<file path="src/rtl/wisc_pkg.sv">
// Shared widths, ALU opcodes and the ID/EX control bundle for the 16-bit WISC pipeline.
package wisc_pkg;

    localparam int unsigned DATA_W = 16;
    localparam int unsigned REG_W  = 3;
    localparam int unsigned OP_W   = 3;

    localparam logic [OP_W-1:0] ALU_ROL = 3'b000;
    localparam logic [OP_W-1:0] ALU_SLL = 3'b001;
    localparam logic [OP_W-1:0] ALU_ROR = 3'b010;
    localparam logic [OP_W-1:0] ALU_SRL = 3'b011;
    localparam logic [OP_W-1:0] ALU_ADD = 3'b100;
    localparam logic [OP_W-1:0] ALU_AND = 3'b101;
    localparam logic [OP_W-1:0] ALU_OR  = 3'b110;
    localparam logic [OP_W-1:0] ALU_XOR = 3'b111;

    typedef struct packed {
        logic [OP_W-1:0]  op;
        logic             inva;
        logic             invb;
        logic             cin;
        logic             sign;
        logic             wr_en;
        logic [REG_W-1:0] wr_idx;
        logic             mem_rd;
    } idex_ctrl_t;

    function automatic logic wr_match(input logic en,
                                      input logic [REG_W-1:0] wr_idx,
                                      input logic [REG_W-1:0] rd_idx);
        return en && (wr_idx == rd_idx);
    endfunction

endpackage

</file>
<file path="src/rtl/idex_operand_stage_fwd_mux.sv">
// Per-operand bypass selector: stored value vs. EX/MEM and MEM/WB results, plus hazard flag.
// IDEX_FORWARD_EN selects forwarding; undefined, any younger-stage match is reported as a hazard.
module fwd_mux
    import wisc_pkg::*;
#(
    parameter int unsigned N = DATA_W,
    parameter int unsigned R = REG_W
) (
    input  logic [N-1:0] stored,
    input  logic [R-1:0] idx,
    input  logic         used,
    input  logic         exm_wr_en,
    input  logic [R-1:0] exm_wr_idx,
    input  logic [N-1:0] exm_data,
    input  logic         exm_is_load,
    input  logic         mwb_wr_en,
    input  logic [R-1:0] mwb_wr_idx,
    input  logic [N-1:0] mwb_data,
    output logic [N-1:0] value,
    output logic         hazard
);

    logic exm_match;
    logic mwb_match;

    assign exm_match = used && wr_match(exm_wr_en, exm_wr_idx, idx);
    assign mwb_match = used && wr_match(mwb_wr_en, mwb_wr_idx, idx);

`ifdef IDEX_FORWARD_EN
    always_comb begin
        value  = stored;
        hazard = exm_match && exm_is_load;
        if (exm_match && !exm_is_load) begin
            value = exm_data;
        end else if (mwb_match) begin
            value = mwb_data;
        end
    end
`else
    logic unused_fwd;

    assign unused_fwd = ^{exm_data, exm_is_load, mwb_data};

    always_comb begin
        value  = stored;
        hazard = exm_match || mwb_match;
    end
`endif

endmodule

</file>
<file path="src/rtl/idex_operand_stage.sv">
// ID/EX operand stage feeding the ALU: latches decode, forwards/refreshes operands, stalls on hazards.
// Build option IDEX_FORWARD_EN enables EX/MEM and MEM/WB forwarding in fwd_mux.
module idex_operand_stage
    import wisc_pkg::*;
#(
    parameter int unsigned N = DATA_W,
    parameter int unsigned R = REG_W,
    parameter int unsigned O = OP_W
) (
    input  logic         clk,
    input  logic         rst,
    input  logic         id_valid,
    output logic         id_ready,
    input  logic [N-1:0] id_rs_data,
    input  logic [N-1:0] id_rt_data,
    input  logic [R-1:0] id_rs_idx,
    input  logic [R-1:0] id_rt_idx,
    input  logic         id_rs_used,
    input  logic         id_rt_used,
    input  logic [N-1:0] id_imm,
    input  logic         id_use_imm,
    input  logic [O-1:0] id_op,
    input  logic         id_inva,
    input  logic         id_invb,
    input  logic         id_cin,
    input  logic         id_sign,
    input  logic         id_wr_en,
    input  logic [R-1:0] id_wr_idx,
    input  logic         id_mem_rd,
    input  logic         flush,
    input  logic         exm_wr_en,
    input  logic [R-1:0] exm_wr_idx,
    input  logic [N-1:0] exm_data,
    input  logic         exm_is_load,
    input  logic         mwb_wr_en,
    input  logic [R-1:0] mwb_wr_idx,
    input  logic [N-1:0] mwb_data,
    input  logic         ex_ready,
    output logic         ex_valid,
    output logic [N-1:0] ex_ina,
    output logic [N-1:0] ex_inb,
    output logic [O-1:0] ex_op,
    output logic         ex_inva,
    output logic         ex_invb,
    output logic         ex_cin,
    output logic         ex_sign,
    output logic         ex_wr_en,
    output logic [R-1:0] ex_wr_idx,
    output logic         ex_mem_rd,
    output logic         ex_hazard
);

    logic         held_valid;
    idex_ctrl_t   ctrl;
    logic [N-1:0] rs_data;
    logic [N-1:0] rt_data;
    logic [N-1:0] imm;
    logic [R-1:0] rs_idx;
    logic [R-1:0] rt_idx;
    logic         rs_used;
    logic         rt_used;
    logic         use_imm;

    logic         fire;
    logic         accept;
    logic         rt_live;
    logic [N-1:0] rs_val;
    logic [N-1:0] rt_val;
    logic         rs_hz;
    logic         rt_hz;

    assign fire     = ex_valid && ex_ready;
    assign id_ready = !held_valid || fire;
    assign accept   = id_valid && id_ready && !flush;

    // An immediate replaces rt, so rt must not stall or be forwarded.
    assign rt_live = rt_used && !use_imm;

    fwd_mux #(.N(N), .R(R)) u_fwd_rs (
        .stored      (rs_data),
        .idx         (rs_idx),
        .used        (rs_used),
        .exm_wr_en   (exm_wr_en),
        .exm_wr_idx  (exm_wr_idx),
        .exm_data    (exm_data),
        .exm_is_load (exm_is_load),
        .mwb_wr_en   (mwb_wr_en),
        .mwb_wr_idx  (mwb_wr_idx),
        .mwb_data    (mwb_data),
        .value       (rs_val),
        .hazard      (rs_hz)
    );

    fwd_mux #(.N(N), .R(R)) u_fwd_rt (
        .stored      (rt_data),
        .idx         (rt_idx),
        .used        (rt_live),
        .exm_wr_en   (exm_wr_en),
        .exm_wr_idx  (exm_wr_idx),
        .exm_data    (exm_data),
        .exm_is_load (exm_is_load),
        .mwb_wr_en   (mwb_wr_en),
        .mwb_wr_idx  (mwb_wr_idx),
        .mwb_data    (mwb_data),
        .value       (rt_val),
        .hazard      (rt_hz)
    );

    assign ex_hazard = held_valid && (rs_hz || rt_hz);
    assign ex_valid  = held_valid && !ex_hazard;
    assign ex_ina    = rs_val;
    assign ex_inb    = use_imm ? imm : rt_val;
    assign ex_op     = ctrl.op;
    assign ex_inva   = ctrl.inva;
    assign ex_invb   = ctrl.invb;
    assign ex_cin    = ctrl.cin;
    assign ex_sign   = ctrl.sign;
    assign ex_wr_en  = ctrl.wr_en;
    assign ex_wr_idx = ctrl.wr_idx;
    assign ex_mem_rd = ctrl.mem_rd;

    always_ff @(posedge clk) begin
        if (rst) begin
            held_valid <= 1'b0;
            ctrl       <= '0;
            rs_data    <= '0;
            rt_data    <= '0;
            imm        <= '0;
            rs_idx     <= '0;
            rt_idx     <= '0;
            rs_used    <= 1'b0;
            rt_used    <= 1'b0;
            use_imm    <= 1'b0;
        end else if (flush) begin
            held_valid <= 1'b0;
        end else if (accept) begin
            held_valid  <= 1'b1;
            ctrl.op     <= id_op;
            ctrl.inva   <= id_inva;
            ctrl.invb   <= id_invb;
            ctrl.cin    <= id_cin;
            ctrl.sign   <= id_sign;
            ctrl.wr_en  <= id_wr_en;
            ctrl.wr_idx <= id_wr_idx;
            ctrl.mem_rd <= id_mem_rd;
            // The register file is read this cycle, before the concurrent writeback lands.
            rs_data <= wr_match(mwb_wr_en, mwb_wr_idx, id_rs_idx) ? mwb_data : id_rs_data;
            rt_data <= wr_match(mwb_wr_en, mwb_wr_idx, id_rt_idx) ? mwb_data : id_rt_data;
            imm     <= id_imm;
            rs_idx  <= id_rs_idx;
            rt_idx  <= id_rt_idx;
            rs_used <= id_rs_used;
            rt_used <= id_rt_used;
            use_imm <= id_use_imm;
        end else if (fire) begin
            held_valid <= 1'b0;
        end else if (held_valid) begin
            // A writeback retiring during a stall would otherwise be lost.
            if (wr_match(mwb_wr_en, mwb_wr_idx, rs_idx)) begin
                rs_data <= mwb_data;
            end
            if (wr_match(mwb_wr_en, mwb_wr_idx, rt_idx)) begin
                rt_data <= mwb_data;
            end
        end
    end

endmodule

</file>
<file path="config.mk">
export PLATFORM = sky130hd
export DESIGN_NAME = idex_operand_stage
export DESIGN_NICKNAME = d
export VERILOG_FILES = /design/src/rtl/wisc_pkg.sv /design/src/rtl/idex_operand_stage_fwd_mux.sv /design/src/rtl/idex_operand_stage.sv
export SDC_FILE = /design/constraint.sdc
export NUM_CORES = 1
export LEC_CHECK = 0
export ABC_AREA = 0
export CAP_MARGIN = 20
export CORE_UTILIZATION = 40
export DETAILED_ROUTE_END_ITERATION = 12
export GPL_TIMING_DRIVEN = 0
export HOLD_SLACK_MARGIN = 0.05
export PLACE_DENSITY_LB_ADDON = 0.05
export SLEW_MARGIN = 20
export SYNTH_ARGS = -nofsm -noshare
export SYNTH_HDL_FRONTEND = slang
export SYNTH_SLANG_ARGS = --single-unit
</file>
<file path="constraint.sdc">
create_clock -name clk -period 6.2 [get_ports clk]
set_input_delay 1.55 -clock clk [delete_from_list [all_inputs] [get_ports clk]]
set_output_delay 1.55 -clock clk [all_outputs]
set_load 0.03 [all_outputs]
</file>
## Word-level counts from Yosys, hierarchy flattened

Index checks and enable logic that the tools add are counted.

| storage, ports and cells | value |
|---|---|
| output and inout port bits | 47 |
| bits of input ports | 115 |
| bits in registers | 70 |

| cells by class | value |
|---|---|
| multiplexer cells | 13 |
| reduce and logical (&&, ||, !) cells | 32 |
| eq/ne operators | 7 |
| bitwise operators | 1 |

Operators with widths:

| kind | count |
|---|---|
| two-way mux 16 bit | 11 |
| equality test 3 bit | 6 |
| logical AND 1 bit | 16 |
| AND reduction 4 bit | 2 |
| nonzero test 2 bit | 4 |
| zero test 1 bit | 4 |
| logical OR 1 bit | 4 |
| two-way mux 1 bit | 2 |
| != test 2 x 1 -> 1 bit (second input constant) | 1 |
| AND reduction 2 bit | 1 |
| OR reduction 2 bit | 1 |
| NOT 1 bit | 1 |

## Depth between registers and ports, before layout

Gate-level depths: netlist of the first run.

| logic depth | value |
|---|---|
| depth in word-level cells | 14 |
| gate-level depth with buffers | 9 |
| mapped depth without buffers | 6 |

## Hierarchy

Synthesis of the first run repeated with hierarchy kept, for this count alone.

| second synthesis, totals | value |
|---|---|
| cell total of the unflattened synthesis | 446 |
| area total of the unflattened synthesis | 3709.8 µm² |

By module, submodules not included:

| module | cells an instance | instances | seq. area each (µm²) | area each (µm²) |
|---|---|---|---|---|
| idex_operand_stage | 396 | 1 | 1401.3 | 3324.4 |
| fwd_mux | 25 | 2 | 0.0 | 192.7 |

## Worst setup path before layout of the first run

OpenSTA, ideal clock, no wires.

| timing path | value |
|---|---|
| path kind | input -> output |
| start | input mwb_wr_idx[1] |
| end | output ex_valid |
| slack | 2.138 ns |
| cell stages on the path | 5 |
| data arrival time | 2.512 ns |
| path through | buf_4 xnor2_1 and4_4 o21ai_2 and3_1 |

| on the way | value |
|---|---|
| longest elaborated chain between the ends | 8 |

RTL lines:

| element | RTL line | RTL |
|---|---|---|
| start, declared | idex_operand_stage.sv:36 | `input logic [R-1:0] mwb_wr_idx,` |
| equality test 3 bit | wisc_pkg.sv:31 | `return en && (wr_idx == rd_idx);` |
| logical AND 1 bit | wisc_pkg.sv:31 |  |
| logical AND 1 bit | idex_operand_stage_fwd_mux.sv:27 | `assign mwb_match = used && wr_match(mwb_wr_en, mwb_wr_idx, idx);` |
| logical OR 1 bit | idex_operand_stage_fwd_mux.sv:46 | `hazard = exm_match \|\| mwb_match;` |
| logical OR 1 bit (*) | idex_operand_stage.sv:109 | `assign ex_hazard = held_valid && (rs_hz \|\| rt_hz);` |
| logical AND 1 bit (*) | idex_operand_stage.sv:109 |  |
| zero test 1 bit (*) | idex_operand_stage.sv:110 | `assign ex_valid = held_valid && !ex_hazard;` |
| logical AND 1 bit (*) | idex_operand_stage.sv:110 |  |
| end, declared | idex_operand_stage.sv:39 | `output logic ex_valid,` |

Every way passes the cells marked *; elsewhere a longest branch is shown, timed or not.

## Final worst setup path of the first run

| timing path | value |
|---|---|
| start | input exm_wr_idx[2] |
| end | output id_ready |

| on the way | value |
|---|---|
| longest elaborated chain between the ends | 10 |

RTL lines:

| element | RTL line | RTL |
|---|---|---|
| start, declared | idex_operand_stage.sv:32 | `input logic [R-1:0] exm_wr_idx,` |
| equality test 3 bit | wisc_pkg.sv:31 |  |
| logical AND 1 bit | wisc_pkg.sv:31 |  |
| logical AND 1 bit | idex_operand_stage_fwd_mux.sv:26 | `assign exm_match = used && wr_match(exm_wr_en, exm_wr_idx, idx);` |
| logical OR 1 bit | idex_operand_stage_fwd_mux.sv:46 |  |
| logical OR 1 bit (*) | idex_operand_stage.sv:109 |  |
| logical AND 1 bit (*) | idex_operand_stage.sv:109 |  |
| zero test 1 bit (*) | idex_operand_stage.sv:110 |  |
| logical AND 1 bit (*) | idex_operand_stage.sv:110 |  |
| logical AND 1 bit (*) | idex_operand_stage.sv:72 | `assign fire = ex_valid && ex_ready;` |
| logical OR 1 bit (*) | idex_operand_stage.sv:73 | `assign id_ready = !held_valid \|\| fire;` |
| end, declared | idex_operand_stage.sv:13 | `output logic id_ready,` |

Marks and branches as above.

==> summary.md, run 1 <==
| Metric | Value |
|---|---|
| Share of cells above drive strength 1 | 11.36% |
| P per Cell Area | 227.7 nW/µm² |
| Slew HR | 62.75% |
| Crit path top cell by count | clkdlybuf4s50_1 |
| P_int | 0.0008418 W |
| Unrepaired setup endpoints after global routing | false |
| Post-synth top cells | 78 x nand2_1, 70 x dfxtp_1, 38 x a21oi_1, 34 x nand3_1, 33 x nor3_1 |
| Core Region | 8258 µm² |
| Worst reg-to-reg setup slack | 3960 ps |
| Setup CP Type | primary input to primary output |
| Ys flop type | dfxtp_1 |
| Drt wl/cell | 16.34 µm |
| Layout Nets | 682 |
| Cts hold-fix bufs | 0 |
| Skew-Pair Late Insertion Delay | 350 ps |
| TritonCTS Sinks | 70 |
| Period utilization | 80.58% |
| Setup TNS Final | 0 ps |
| GP Congestion | 0.8231 |
| P_leak | 1.806 nW |
| GRT overflow | 0 |
| Slew @ Worst Pin | 558.7 ps |
| Startpoint Class | primary input |
| Worst clock skew | 12.73 ps |
| Required @ worst endpoint | 4650 ps |
| Total power | 0.001181 W |
| Total track usage | 25.42% |
| CP peak stage delay | 670 ps |
| Ys async rst share | 0% |
| First-pass GRT wire length | 17.31 mm |
| Vias in the first global route | 3,429 |
| Combinational Power Share | 23.2% |
| Clock Power Share | 35.2% |
| DRC Markers | 0 |
| Net Sw Power | 0.0003388 W |
| H-tree depth | 3 |
| Reg clk slew, reported paths | 80 ps |
| Die width | 94.61 µm |
| DR pass1 iterations | 4 |
| Peak VDD IR | 126.5 µV |
| Synth warnings | 0 |
| Antenna violations before repair | 0 |
| Max-Cap Viols | 0 |
| Die Footprint | 8951 µm² |
| Post-DP HPWL | 8.250 mm |
| Post-synth cell types | 27 |
| Most frequent cell after synthesis | nand2_1 |
| Hold Path Cell Cnt | 2 |
| EDFF count, synth | 0 |
| Via count | 3,660 |
| Top area cells in the synthesized netlist | dfxtp_1 41%, nand2_1 8.5%, a311oi_1 7.9%, a21oi_1 5.5%, mux2_2 5.3% |
| Final setup viols | 0 |
| Critical Path Sink Type | primary output |
| Die H | 94.61 µm |
| Worst min path class | register to register |
| Area leader, netlist | dfxtp_1 |
| Hold Path End | imm[1] |
| FF-to-FF End | rs_data[11] |
| Post-CTS setup buffers | 0 |
| IO buf count | 140 |
| Starting Density | 41.55% |
| Status | finished, final reports clean |
| I/O pin cnt | 162 |
| Worst Reg-to-Reg Cells | 7 |
| Post-Synthesis Mean Instance Area | 8.247 µm² |
| Maximum clock frequency | 200.2 MHz |
| Post-CTS sizing | 0 |
| Synth top area share | 40.85% |
| CTS Root Cell | clkbuf_8 |
| Reg2reg start | use_imm |
| Num CTS Buffers | 9 |
| Final Hold Viols | 0 |
| Post-route ant nets | 0 |
| Reg power frac | 41.6% |
| Routed WL | 11.06 mm |
| Vias per cell | 5.406 |
| Syn Inst Count | 416 |
| Hold wc startpoint | imm[1] |
| Area delta synth->final | 51.09% |
| Longest Clk Path Bufs | 2 |
| Pins Over Slew Limit | 0 |
| Crit-path cells | clkdlybuf4s50_1 -> xnor2_1 -> and4_1 -> o21ai_2 -> nand3_1 -> nand2_1 -> clkdlybuf4s50_1 |
| CTS tree | built |
| Crit path max fanout | 3 |
| Syn Nets | 531 |
| # diodes | 0 |
| WP data arrival | 3450 ps |
| Seq cells post-synth | 70 |
| Switch share | 28.70% |
| Final min period | 4996 ps |
| Cell Rows | 33 |
| Largest net degree at the start of global routing | 14 |
| Initial drt markers | 236 |
| Seq/Total Area, Yosys | 40.85% |
| # fillers | 752 |
| Netlist Area Pre-Place | 3431 µm² |
| Crit-path slowest cell | clkdlybuf4s50_1 |
==> layout by cell type (no fill, tap or decap), types with 12 or more instances in the layout <==
| cell | instances |
|---|---|
| nand3_1 | 34 |
| a21oi_1 | 38 |
| clkbuf_1 | 16 |
| buf_2 | 12 |
| xnor2_1 | 18 |
| o21ai_0 | 32 |
| nor3_1 | 33 |
| mux2_2 | 16 |
| dfxtp_1 | 70 |
| clkdlybuf4s50_1 | 140 |
| a311oi_1 | 31 |
| nand2_1 | 78 |
==> cell families after synthesis <==
logic type             after synthesis  synth area share, %
flip-flops                          70                40.85
buffers and inverters               43                6.784
XOR/XNOR                            18                4.595
AND/OR/NAND/NOR                    161                21.99
multiplexers                        16                5.252
AO/OA/AOI/OAI                      108                20.53
==> layout make-up <==
type                       count  area (µm²)  area share (%)
multi-input combinational    303        1797           34.66
sequential                    70        1401           27.03
timing repair buffer         140        1401           27.03
buffer                        41       225.2           4.345
tap                          105       131.4           2.534
clock buffer                   9       123.9           2.390
clock inverter                 7       96.34           1.859
inverter                       2       7.507          0.1448
==> critical path: cells and delay by family <==
kind                      cells  cell delay [ps]
AOI/OAI and AO/OA             1              170
xor gates and xnor gates      1              150
buffers and inverters         2             1120
and+or+nand+nor               3              460
==> metal layers <==
metal | part of all wire [%] | wire (µm) | up-vias | global-route usage (%)
met4 | 1.6 | 182 | 0 | 9.217
met3 | 5.9 | 648 | 14 | 4.831
li1 | - | - | 1808 | -
met2 | 48 | 5318 | 124 | 41.73
met1 | 44 | 4912 | 1714 | 33.05
met5 | 0 | 0 | - | 0
==> flip-flops by register name, summed over array words and instances (netlist names), 3 cells and up <==
signal,count
imm,16
rs_data,16
rt_data,16
ex_op,3
ex_wr_idx,3
rs_idx,3
rt_idx,3
==> through the flow <==
stage	utilization, %	std cells	instance area [µm²]	hold WS, ps	setup slack (ps)
2_1_floorplan	-	416	3431	431.8	2138
3_3_place_gp	60.11	661	4964	438.0	1221
3_5_place_dp	60.11	661	4964	445.1	1209
4_1_cts	62.77	677	5184	456.3	1200
5_1_grt	62.77	677	5184	481.9	1108
6_report	62.77	677	5184	454.1	1204
==> power groups by stage <==
stage	combinational (W)	sequential [W]	clock, W
global placement	0.000271	0.000501	0
detailed placement	0.000273	0.000502	0
global route	0.000294	0.000495	0.000446
finish	0.000274	0.000492	0.000415
CTS	0.000274	0.000492	0.000422
floorplan	0.000123	0.000520	0
==> worst max-delay path by stage <==
stage,start,to,slack (ps),depth (start not counted)
after floorplan,mwb_wr_idx[1],ex_valid,2140,5
after global placement,exm_wr_idx[1],id_ready,1220,7
after detailed placement,exm_wr_idx[1],id_ready,1210,7
after CTS,exm_wr_idx[2],id_ready,1200,7
after global routing,exm_wr_idx[2],id_ready,1110,7
final,exm_wr_idx[2],id_ready,1200,7
No activity file was read; power rests on OpenSTA's default activity.
==> run 2, diff against run 1 <==
clock period = 4.85 ns   (was 6.2 ns; I/O delays follow)
==> results of run 2 <==
Same layout as run 1 (identical final DEF). Status: finished, final reports clean.
Among the figures that moved: setup slack after placement 1209 ps -> 534.4 ps; setup slack after layout 1204 ps -> 528.9 ps; register-to-register setup slack 3960 ps -> 2610 ps; total power 0.001181 W -> 0.001509 W; worst IR drop on VDD 126.5 µV -> 161.8 µV
